==> src/rtl/alu_ctrl_pkg.sv <==
// rtl/alu_ctrl_pkg.sv - shared ALU control codes, ALU_op classes, opcodes and sequencer states
package alu_ctrl_pkg;

   localparam logic [2:0] CTRL_PASS_B = 3'b000;
   localparam logic [2:0] CTRL_ADD    = 3'b010;
   localparam logic [2:0] CTRL_SUB    = 3'b011;
   localparam logic [2:0] CTRL_AND    = 3'b100;
   localparam logic [2:0] CTRL_ORR    = 3'b101;
   localparam logic [2:0] CTRL_EOR    = 3'b110;
   localparam logic [2:0] CTRL_MUL    = 3'b111;

   localparam logic [1:0] ALUOP_PASS   = 2'b00;
   localparam logic [1:0] ALUOP_ADD    = 2'b01;
   localparam logic [1:0] ALUOP_SUB    = 2'b10;
   localparam logic [1:0] ALUOP_DECODE = 2'b11;

   localparam logic [10:0] OPC_ADD = 11'b10001011000;
   localparam logic [10:0] OPC_SUB = 11'b11001011000;
   localparam logic [10:0] OPC_AND = 11'b10001010000;
   localparam logic [10:0] OPC_ORR = 11'b10101010000;
   localparam logic [10:0] OPC_EOR = 11'b11001010000;
   localparam logic [10:0] OPC_MUL = 11'b10011011000;

   typedef enum logic [1:0] {
      ST_IDLE,
      ST_HOLD,
      ST_MUL
   } state_t;

endpackage

==> src/rtl/alu_ctrl_decode.sv <==
// rtl/alu_ctrl_decode.sv - combinational ALU_op/opcode decode; MUL recognised only with ALU_CTRL_SEQ_MUL_EN
module alu_ctrl_decode
   import alu_ctrl_pkg::*;
#(
   parameter int CTRL_W = 3,
   parameter int OPC_W  = 11
) (
   input  logic [1:0]        ALU_op,
   input  logic [OPC_W-1:0]  instruction,
   output logic [CTRL_W-1:0] ctrl,
   output logic              is_mul,
   output logic              illegal
);

   logic [2:0] code;

   always_comb begin
      code    = CTRL_PASS_B;
      is_mul  = 1'b0;
      illegal = 1'b0;
      case (ALU_op)
         ALUOP_PASS: code = CTRL_PASS_B;
         ALUOP_ADD:  code = CTRL_ADD;
         ALUOP_SUB:  code = CTRL_SUB;
         default: begin
            if (instruction == OPC_W'(OPC_ADD))      code = CTRL_ADD;
            else if (instruction == OPC_W'(OPC_SUB)) code = CTRL_SUB;
            else if (instruction == OPC_W'(OPC_AND)) code = CTRL_AND;
            else if (instruction == OPC_W'(OPC_ORR)) code = CTRL_ORR;
            else if (instruction == OPC_W'(OPC_EOR)) code = CTRL_EOR;
`ifdef ALU_CTRL_SEQ_MUL_EN
            else if (instruction == OPC_W'(OPC_MUL)) begin
               code   = CTRL_MUL;
               is_mul = 1'b1;
            end
`endif
            else illegal = 1'b1;
         end
      endcase
   end

   assign ctrl = CTRL_W'(code);

endmodule

==> src/rtl/alu_ctrl_seq.sv <==
// rtl/alu_ctrl_seq.sv - ALU control sequencer with output hold, flush and optional multi-cycle MUL
// (MUL path enabled by defining ALU_CTRL_SEQ_MUL_EN)
module alu_ctrl_seq
   import alu_ctrl_pkg::*;
#(
   parameter int CTRL_W     = 3,
   parameter int OPC_W      = 11,
   parameter int MUL_CYCLES = 4
) (
   input  logic              clk,
   input  logic              reset_n,
   input  logic              id_valid,
   output logic              id_ready,
   input  logic [1:0]        ALU_op,
   input  logic [OPC_W-1:0]  instruction,
   input  logic              flush,
   input  logic              ex_ready,
   output logic              ex_valid,
   output logic [CTRL_W-1:0] ex_ALU_ctrl,
   output logic              ex_is_mul,
   output logic              ex_illegal,
   output logic              busy
);

   if (CTRL_W < 3 || MUL_CYCLES < 1) begin : g_param_check
      $error("alu_ctrl_seq: CTRL_W must be >= 3 and MUL_CYCLES >= 1");
   end

   logic [CTRL_W-1:0] dec_ctrl;
   logic              dec_is_mul;
   logic              dec_illegal;
   logic              accept;
   state_t            state;

   alu_ctrl_decode #(
      .CTRL_W (CTRL_W),
      .OPC_W  (OPC_W)
   ) u_decode (
      .ALU_op      (ALU_op),
      .instruction (instruction),
      .ctrl        (dec_ctrl),
      .is_mul      (dec_is_mul),
      .illegal     (dec_illegal)
   );

   assign id_ready = (state == ST_IDLE) || ((state == ST_HOLD) && ex_ready);
   assign accept   = id_valid && id_ready;

`ifdef ALU_CTRL_SEQ_MUL_EN
   localparam int CNT_W = $clog2(MUL_CYCLES + 1);
   logic [CNT_W-1:0] cnt;
`else
   assign busy = 1'b0;
`endif

   always_ff @(posedge clk or negedge reset_n) begin
      if (!reset_n) begin
         state       <= ST_IDLE;
         ex_valid    <= 1'b0;
         ex_ALU_ctrl <= '0;
         ex_is_mul   <= 1'b0;
         ex_illegal  <= 1'b0;
`ifdef ALU_CTRL_SEQ_MUL_EN
         busy        <= 1'b0;
         cnt         <= '0;
`endif
      end else if (flush) begin
         // flush wins over a same-cycle accept: the incoming op is dropped
         state    <= ST_IDLE;
         ex_valid <= 1'b0;
`ifdef ALU_CTRL_SEQ_MUL_EN
         busy     <= 1'b0;
         cnt      <= '0;
`endif
      end else if (accept) begin
         ex_ALU_ctrl <= dec_ctrl;
         ex_is_mul   <= dec_is_mul;
         ex_illegal  <= dec_illegal;
`ifdef ALU_CTRL_SEQ_MUL_EN
         if (dec_is_mul && (MUL_CYCLES > 1)) begin
            state    <= ST_MUL;
            ex_valid <= 1'b0;
            busy     <= 1'b1;
            cnt      <= CNT_W'(MUL_CYCLES - 2);
         end else
`endif
         begin
            state    <= ST_HOLD;
            ex_valid <= 1'b1;
         end
      end else begin
         case (state)
            ST_HOLD: begin
               if (ex_ready) begin
                  state    <= ST_IDLE;
                  ex_valid <= 1'b0;
               end
            end
`ifdef ALU_CTRL_SEQ_MUL_EN
            ST_MUL: begin
               if (cnt == '0) begin
                  state    <= ST_HOLD;
                  ex_valid <= 1'b1;
                  busy     <= 1'b0;
               end else begin
                  cnt <= cnt - CNT_W'(1);
               end
            end
`endif
            default: ;
         endcase
      end
   end

endmodule

==> config.mk <==
export PLATFORM = sky130hd
export DESIGN_NAME = alu_ctrl_seq
export DESIGN_NICKNAME = d
export VERILOG_FILES = /design/src/rtl/alu_ctrl_pkg.sv /design/src/rtl/alu_ctrl_decode.sv /design/src/rtl/alu_ctrl_seq.sv
export SDC_FILE = /design/constraint.sdc
export NUM_CORES = 1
export LEC_CHECK = 0
export BUFFER_PORTS_ARGS = -buffer_cell sky130_fd_sc_hd__buf_2
export CAP_MARGIN = 25
export CORE_AREA = 2 2 39 41
export DETAILED_ROUTE_END_ITERATION = 7
export DIE_AREA = 0 0 41 43
export PLACE_DENSITY_LB_ADDON = 0.1
export SKIP_CTS_REPAIR_TIMING = 1
export SLEW_MARGIN = 20
export SYNTH_ARGS = -nofsm -noshare
export SYNTH_HDL_FRONTEND = slang
export SYNTH_SLANG_ARGS = --single-unit
==> constraint.sdc <==
create_clock -name clk -period 1.5 [get_ports clk]
set_input_delay 0.3 -clock clk [delete_from_list [all_inputs] [get_ports clk]]
set_output_delay 0.3 -clock clk [all_outputs]
set_load 0.01 [all_outputs]
==> impl_metrics.py, run 1 <==
metrics = {
    "global_routing": {
        "grt_pass1_wl_um": 1250,
        "grt_use_met3_pct": 4.71,
        "antenna_found_initial": 0,
        "grt_pass1_vias": 344,
        "grt_usage_pct": 10.7,
        "grt_max_degree": 8,
        "grt_use_met1_pct": 11.9,
        "gr-usage-met2_pct": 16.3,
        "globalRoute.busiestLayer": "met2",
        "overflow": 0,
    },
    "placed_design": {
        "place.gp.congestion": 0.670,
        "placed_cells": 75,
        "port_buffers": 23,
        "dpl.hpwl_um": 685,
    },
    "synthesis": {
        "ys_seq_area_share_pct": 34.1,
        "synth_area_um2": 367,
        "avgSynthCellArea_um2": 9.91,
        "synth_seq_cells": 5,
        "synthCells": 37,
        "ys_types": 23,
        "yosysWarnings": 0,
    },
    "final_layout": {
        "n_fill_cell": 147,
        "drive_above_1_share_pct": 46.9,
        "layout.cells.non_filler": 80,
        "final_common_cell": "buf_2",
        "num_antenna_cells": 0,
        "layout_common_cells": "buf_2, dfrtp_1, nor2_1",
        "syn2layout_area_growth_pct": 43.7,
        "nets": 85,
    },
    "floorplanning": {
        "num_io_pins": 26,
        "initial_utilization_pct": 26.5,
        "die-area_um2": 1760,
        "dieHeight_um": 43,
        "core_area_um2": 1380,
        "rows": 14,
        "die_w_um": 41,
    },
    "power": {
        "pwr-share-comb_pct": 25.2,
        "worst_ir_drop_vdd_uv": 392,
        "p_sw_w": 0.000108,
        "p_leak_nw": 0.265,
        "p_int_w": 0.000305,
        "clock_power_share_pct": 36.8,
        "p_seq_share_pct": 38.0,
        "powerDensity_nw_per_um2": 783,
        "swShare_pct": 26.1,
    },
    "drt": {
        "first_pass_iters": 2,
        "wl_um": 797,
        "drt_iter0_drc": 1,
        "drc": 0,
        "vias": 342,
        "routed_via_density": 4.28,
        "wl_per_cell_um": 9.96,
        "ant_nets": 0,
    },
    "sta": {
        "report.final.slew_viol_count": 0,
        "rsz0062_at_grt": "false",
        "max_freq_ghz": 0.750,
        "setup_tns_ns": 0,
        "fin_crit_ns": 1.33,
        "setup-violations-final": 0,
        "finalClockSkew_ns": 0.00398,
        "min_period_over_period_pct": 88.9,
        "hold_viol": 0,
    },
    "clock_network": {
        "cts_root_buf": "clkbuf_4",
        "cts-htree-levels": 1,
        "cts_tree": "yes",
        "cts_buffer_depth": 2,
        "cts.clk_slew.worst_paths_ns": 0.04,
        "cts-buffers-inserted": 3,
        "cts_sinks": 5,
        "insertion_delay_ns": 0.24,
    },
    "critical_path": {
        "path_class": "flop to output pin",
        "endpoint_kind": "output pin",
        "critPathLaunchType": "flop",
        "worst_ep_arrival_time_ns": 1.03,
        "crit_fanout": 7,
        "max_stage_delay_ns": 0.33,
        "critical_path.cell_chain": "nor2b_2, inv_1, buf_2",
        "required_ns": 1.20,
        "slowest_stage": "dfrtp_1",
    },
    "status": {
        "outcome": "complete, no violations",
    },
    "flow_run": {
        "drv_cap": 0,
    },
    "min_path": {
        "min_path_type": "input pin to flop",
    },
}
==> worst paths after layout <==
kind / start / endpoint / slack, ns / depth (start not counted)
max in group asynchronous: reset_n / ex_ALU_ctrl[2]$_DFFE_PN0P_ / 0.97 / 2
hold reg to reg: ex_ALU_ctrl[2]$_DFFE_PN0P_ / ex_ALU_ctrl[2]$_DFFE_PN0P_ / 0.51 / 2
setup reg to reg: state[0]$_DFFE_PN0P_ / ex_illegal$_DFFE_PN0P_ / 0.27 / 3
min in group asynchronous: reset_n / ex_ALU_ctrl[0]$_DFFE_PN0P_ / 0.39 / 2
hold / removal: flush / state[0]$_DFFE_PN0P_ / 0.22 / 2
setup / recovery: state[0]$_DFFE_PN0P_ / id_ready / 0.17 / 3
==> cells by family (layout without fill, tap and decap cells) <==
family,Yosys count,after routing,share of synthesized area (%)
mux,1,1,4.09
buf+inv,5,31,7.17
fa+ha+maj,2,2,6.82
simple gates,13,13,27.3
compound gates,10,10,19.5
other cells,1,2,1.02
flops,5,5,34.1
==> registers in the layout, indices dropped and copies added (netlist names) <==
signal and count:
ex_illegal 1, ex_ALU_ctrl 3, state 1
==> synth_stat cells <==
cell	count	area [um^2]
conb_1	1	3.75
ha_1	2	25.0
o2111ai_1	2	17.5
nor2b_1	1	6.26
mux2_4	1	15.0
and3b_1	1	8.76
o31ai_1	1	7.51
a31oi_1	1	6.26
nor2_1	4	15.0
nor4b_4	1	23.8
and4bb_2	1	12.5
nor3b_1	1	7.51
nand4_1	1	6.26
nand2b_1	1	6.26
a211oi_1	1	7.51
nor2b_2	1	8.76
o21ai_0	2	10.0
buf_4	2	15.0
inv_1	3	11.3
a2bb2oi_1	2	17.5
dfrtp_1	5	125
a21oi_1	1	5.00
nor3_1	1	5.00
==> metal layers <==
metal  part of all wire [%]  vias up
li1                       -      189
met1                     46      142
met2                     46       11
met3                    7.3        0
met4                      0        0
met5                      0        -
==> power groups by stage <==
| stage | Combinational, W | Sequential, W | Clock [W] |
|---|---|---|---|
| final | 0.000104 | 0.000157 | 0.000152 |
| after global routing | 0.000116 | 0.000158 | 0.000166 |
| after CTS | 0.000104 | 0.000157 | 0.000160 |
| after detailed placement | 0.000104 | 0.000159 | 0 |
| after global placement | 0.000103 | 0.000160 | 0 |
| after floorplan | 0.0000471 | 0.000166 | 0 |
==> worst max-delay path, delay by kind of cell (launching register included) <==
family | cells | cell delay [ns]
and+or+nand+nor | 1 | 0.28
buffers and inverters | 2 | 0.20
DFF | 1 | 0.33
==> final cells by class <==
| class | count | area (um^2) | share of cell area (%) |
|---|---|---|---|
| clock buffers | 4 | 26.3 | 4.99 |
| well taps | 16 | 20.0 | 3.80 |
| inverters | 3 | 11.3 | 2.14 |
| repair buffers | 24 | 125 | 23.8 |
| flip-flops and latches | 5 | 125 | 23.8 |
| multi-input cells | 28 | 219 | 41.6 |
==> per-stage QoR <==
stage / hold WS (ns) / total power [W] / util, % / worst slack, ns / cell area (um^2)
after floorplan: 0.00441 / 0.000213 / - / 0.289 / 370
after global placement: 0.121 / 0.000262 / 35.4 / 0.216 / 490
after detailed placement: 0.120 / 0.000263 / 35.4 / 0.200 / 490
after CTS: -0.139 / 0.000421 / 37.3 / 0.147 / 517
after global routing: 0.222 / 0.000441 / 38.1 / 0.0702 / 527
final: 0.221 / 0.000413 / 38.1 / 0.167 / 527
Note: power is estimated with default switching activity, not from simulation.
==> run 2, diff against run 1 <==
==> constraint.sdc (replaced) <==
create_clock -name clk -period 1.5 [get_ports clk]
set_input_delay 0.3 -clock clk [delete_from_list [all_inputs] [get_ports clk]]
set_output_delay 0.3 -clock clk [all_outputs]
set_load 0.1 [all_outputs]
==> impl_metrics.py, run 2 (synthesis gave the netlist of run 1 again) <==
metrics = {
    "status": {
        "outcome": "complete, no violations",
    },
    "floorplanning": {
        "core_area_um2": 1380,
        "dieHeight_um": 43,
        "num_io_pins": 26,
        "rows": 14,
        "die_w_um": 41,
        "die-area_um2": 1760,
        "initial_utilization_pct": 26.5,
    },
    "clock_network": {
        "cts.clk_slew.worst_paths_ns": 0.05,
        "insertion_delay_ns": 0.24,
        "cts_tree": "yes",
        "cts-buffers-inserted": 3,
        "cts_buffer_depth": 2,
        "cts-htree-levels": 1,
        "cts_sinks": 5,
        "cts_root_buf": "clkbuf_4",
    },
    "drt": {
        "wl_per_cell_um": 11.1,
        "first_pass_iters": 1,
        "wl_um": 909,
        "ant_nets": 0,
        "drc": 0,
        "routed_via_density": 4.65,
        "drt_iter0_drc": 0,
        "vias": 381,
    },
    "power": {
        "p_seq_share_pct": 28.0,
        "swShare_pct": 44.4,
        "powerDensity_nw_per_um2": 994,
        "p_int_w": 0.000315,
        "pwr-share-comb_pct": 43.5,
        "p_sw_w": 0.000251,
        "clock_power_share_pct": 28.5,
        "total_power_w": 0.000566,
        "worst_ir_drop_vdd_uv": 728,
        "p_leak_nw": 0.282,
    },
    "sta": {
        "hold_viol": 0,
        "max_freq_ghz": 0.708,
        "min_period_over_period_pct": 94.1,
        "report.final.slew_viol_count": 0,
        "setup-violations-final": 0,
        "fin_crit_ns": 1.41,
        "holdWs_ns": 0.221,
        "rsz0062_at_grt": "false",
        "fin_ws_ns": 0.0878,
        "finalClockSkew_ns": 0.00554,
    },
    "final_layout": {
        "ff_latch_area_um2": 129,
        "fin_area_um2": 569,
        "layout.cells.non_filler": 82,
        "nets": 87,
        "largest_registers": "ex_ALU_ctrl x3, ex_illegal x1, state x1",
        "num_antenna_cells": 0,
        "multi_input_area_um2": 224,
        "largest_reg_flops": 3,
        "final_common_cell": "buf_2",
        "drive_above_1_share_pct": 51.5,
        "syn2layout_area_growth_pct": 55.3,
        "largest_register": "ex_ALU_ctrl",
        "n_fill_cell": 147,
        "layout_common_cells": "buf_2, nor2_1, dfrtp_1",
    },
    "global_routing": {
        "grt_max_degree": 8,
        "grt_usage_pct": 11.8,
        "antenna_found_initial": 0,
        "grt_pass1_vias": 331,
        "grt_pass1_wl_um": 1430,
        "overflow": 0,
    },
    "critical_path": {
        "cp_top_family": "flip-flops",
        "worst_ep_arrival_time_ns": 1.54,
        "endpoint_kind": "flop",
        "r2r-start": "state[0]$_DFFE_PN0P_",
        "rrSetupSlack_ns": 0.09,
        "required_ns": 1.62,
        "crit_path_end": "ex_illegal$_DFFE_PN0P_",
        "critical_path.cell_chain": "nor2b_4, buf_4, nor2_1, mux2_4",
        "cp.depth": 4,
        "reg2regPathDepth": 4,
        "slowest_stage": "dfrtp_4",
        "crit_fanout": 5,
        "critPathLaunchType": "flop",
        "startpoint": "state[0]$_DFFE_PN0P_",
        "max_stage_delay_ns": 0.47,
        "crit_buf_inv": 1,
        "path_class": "flop to flop",
        "r2r_end": "ex_illegal$_DFFE_PN0P_",
    },
    "placed_design": {
        "port_buffers": 23,
        "dpl.hpwl_um": 722,
        "place.gp.congestion": 0.760,
        "place_area_um2": 526,
        "pre_cts_ws_ns": 0.178,
        "placed_cells": 76,
    },
    "min_path": {
        "min_path_type": "input pin to flop",
    },
    "flow_run": {
        "drv_cap": 0,
    },
}
## run 2: cell types whose count changed in the layout (fill, tap and decap cells not counted)
cell / previous run / this run
buf_4: 0 / 2
buf_12: 0 / 1
buf_2: 23 / 22
clkinvlp_4: 0 / 1
dfrtp_1: 5 / 4
dfrtp_4: 0 / 1
inv_1: 3 / 2
nor2b_2: 1 / 0
nor2b_4: 0 / 1
## run 2: worst min path at each step
stage	to	cells after the start	from
3_5_place_dp	ex_ALU_ctrl[2]$_DFFE_PN0P_	1	reset_n
4_1_cts	ex_ALU_ctrl[2]$_DFFE_PN0P_	1	reset_n
3_3_place_gp	ex_ALU_ctrl[2]$_DFFE_PN0P_	1	reset_n
2_1_floorplan	ex_ALU_ctrl[0]$_DFFE_PN0P_	0	reset_n
5_1_grt	state[0]$_DFFE_PN0P_	2	flush
6_report	state[0]$_DFFE_PN0P_	2	flush
## run 2: power by group through the flow
| stage | combinational (W) | clock (W) | sequential [W] |
|---|---|---|---|
| after CTS | 0.000243 | 0.000170 | 0.000159 |
| after global routing | 0.000259 | 0.000175 | 0.000159 |
| after floorplan | 0.0000780 | 0 | 0.000267 |
| after global placement | 0.000243 | 0 | 0.000160 |
| after detailed placement | 0.000243 | 0 | 0.000161 |
| final | 0.000246 | 0.000161 | 0.000158 |
## run 2: layout make-up
type,instances,share of cell area (%)
clock buffer,4,4.62
inverter,3,2.64
multi-input combinational,28,39.3
tap,16,3.52
timing repair buffer,26,27.3
sequential,5,22.6
## run 2: metal layers
metal | global-route usage, % | wire length, um | up-vias
met1 | 16.7 | 437 | 170
met4 | 0 | 0 | 0
li1 | - | - | 194
met5 | 0 | 0 | -
met3 | 6.81 | 92 | 0
met2 | 16.6 | 379 | 17
## run 2: metrics by stage
step | utilization, % | TNS [ns]
2_1_floorplan | - | -0.117
6_report | 41.1 | 0
3_5_place_dp | 38.0 | 0
4_1_cts | 39.9 | 0
5_1_grt | 41.1 | 0
3_3_place_gp | 38.0 | 0
## run 2: worst reg2reg max path, delay by kind of cell, from the launching register on
kind / cells / cell delay (ns)
multiplexers: 1 / 0.32
buffers and inverters: 1 / 0.14
AND/OR/NAND/NOR: 2 / 0.36
flip-flops: 1 / 0.47
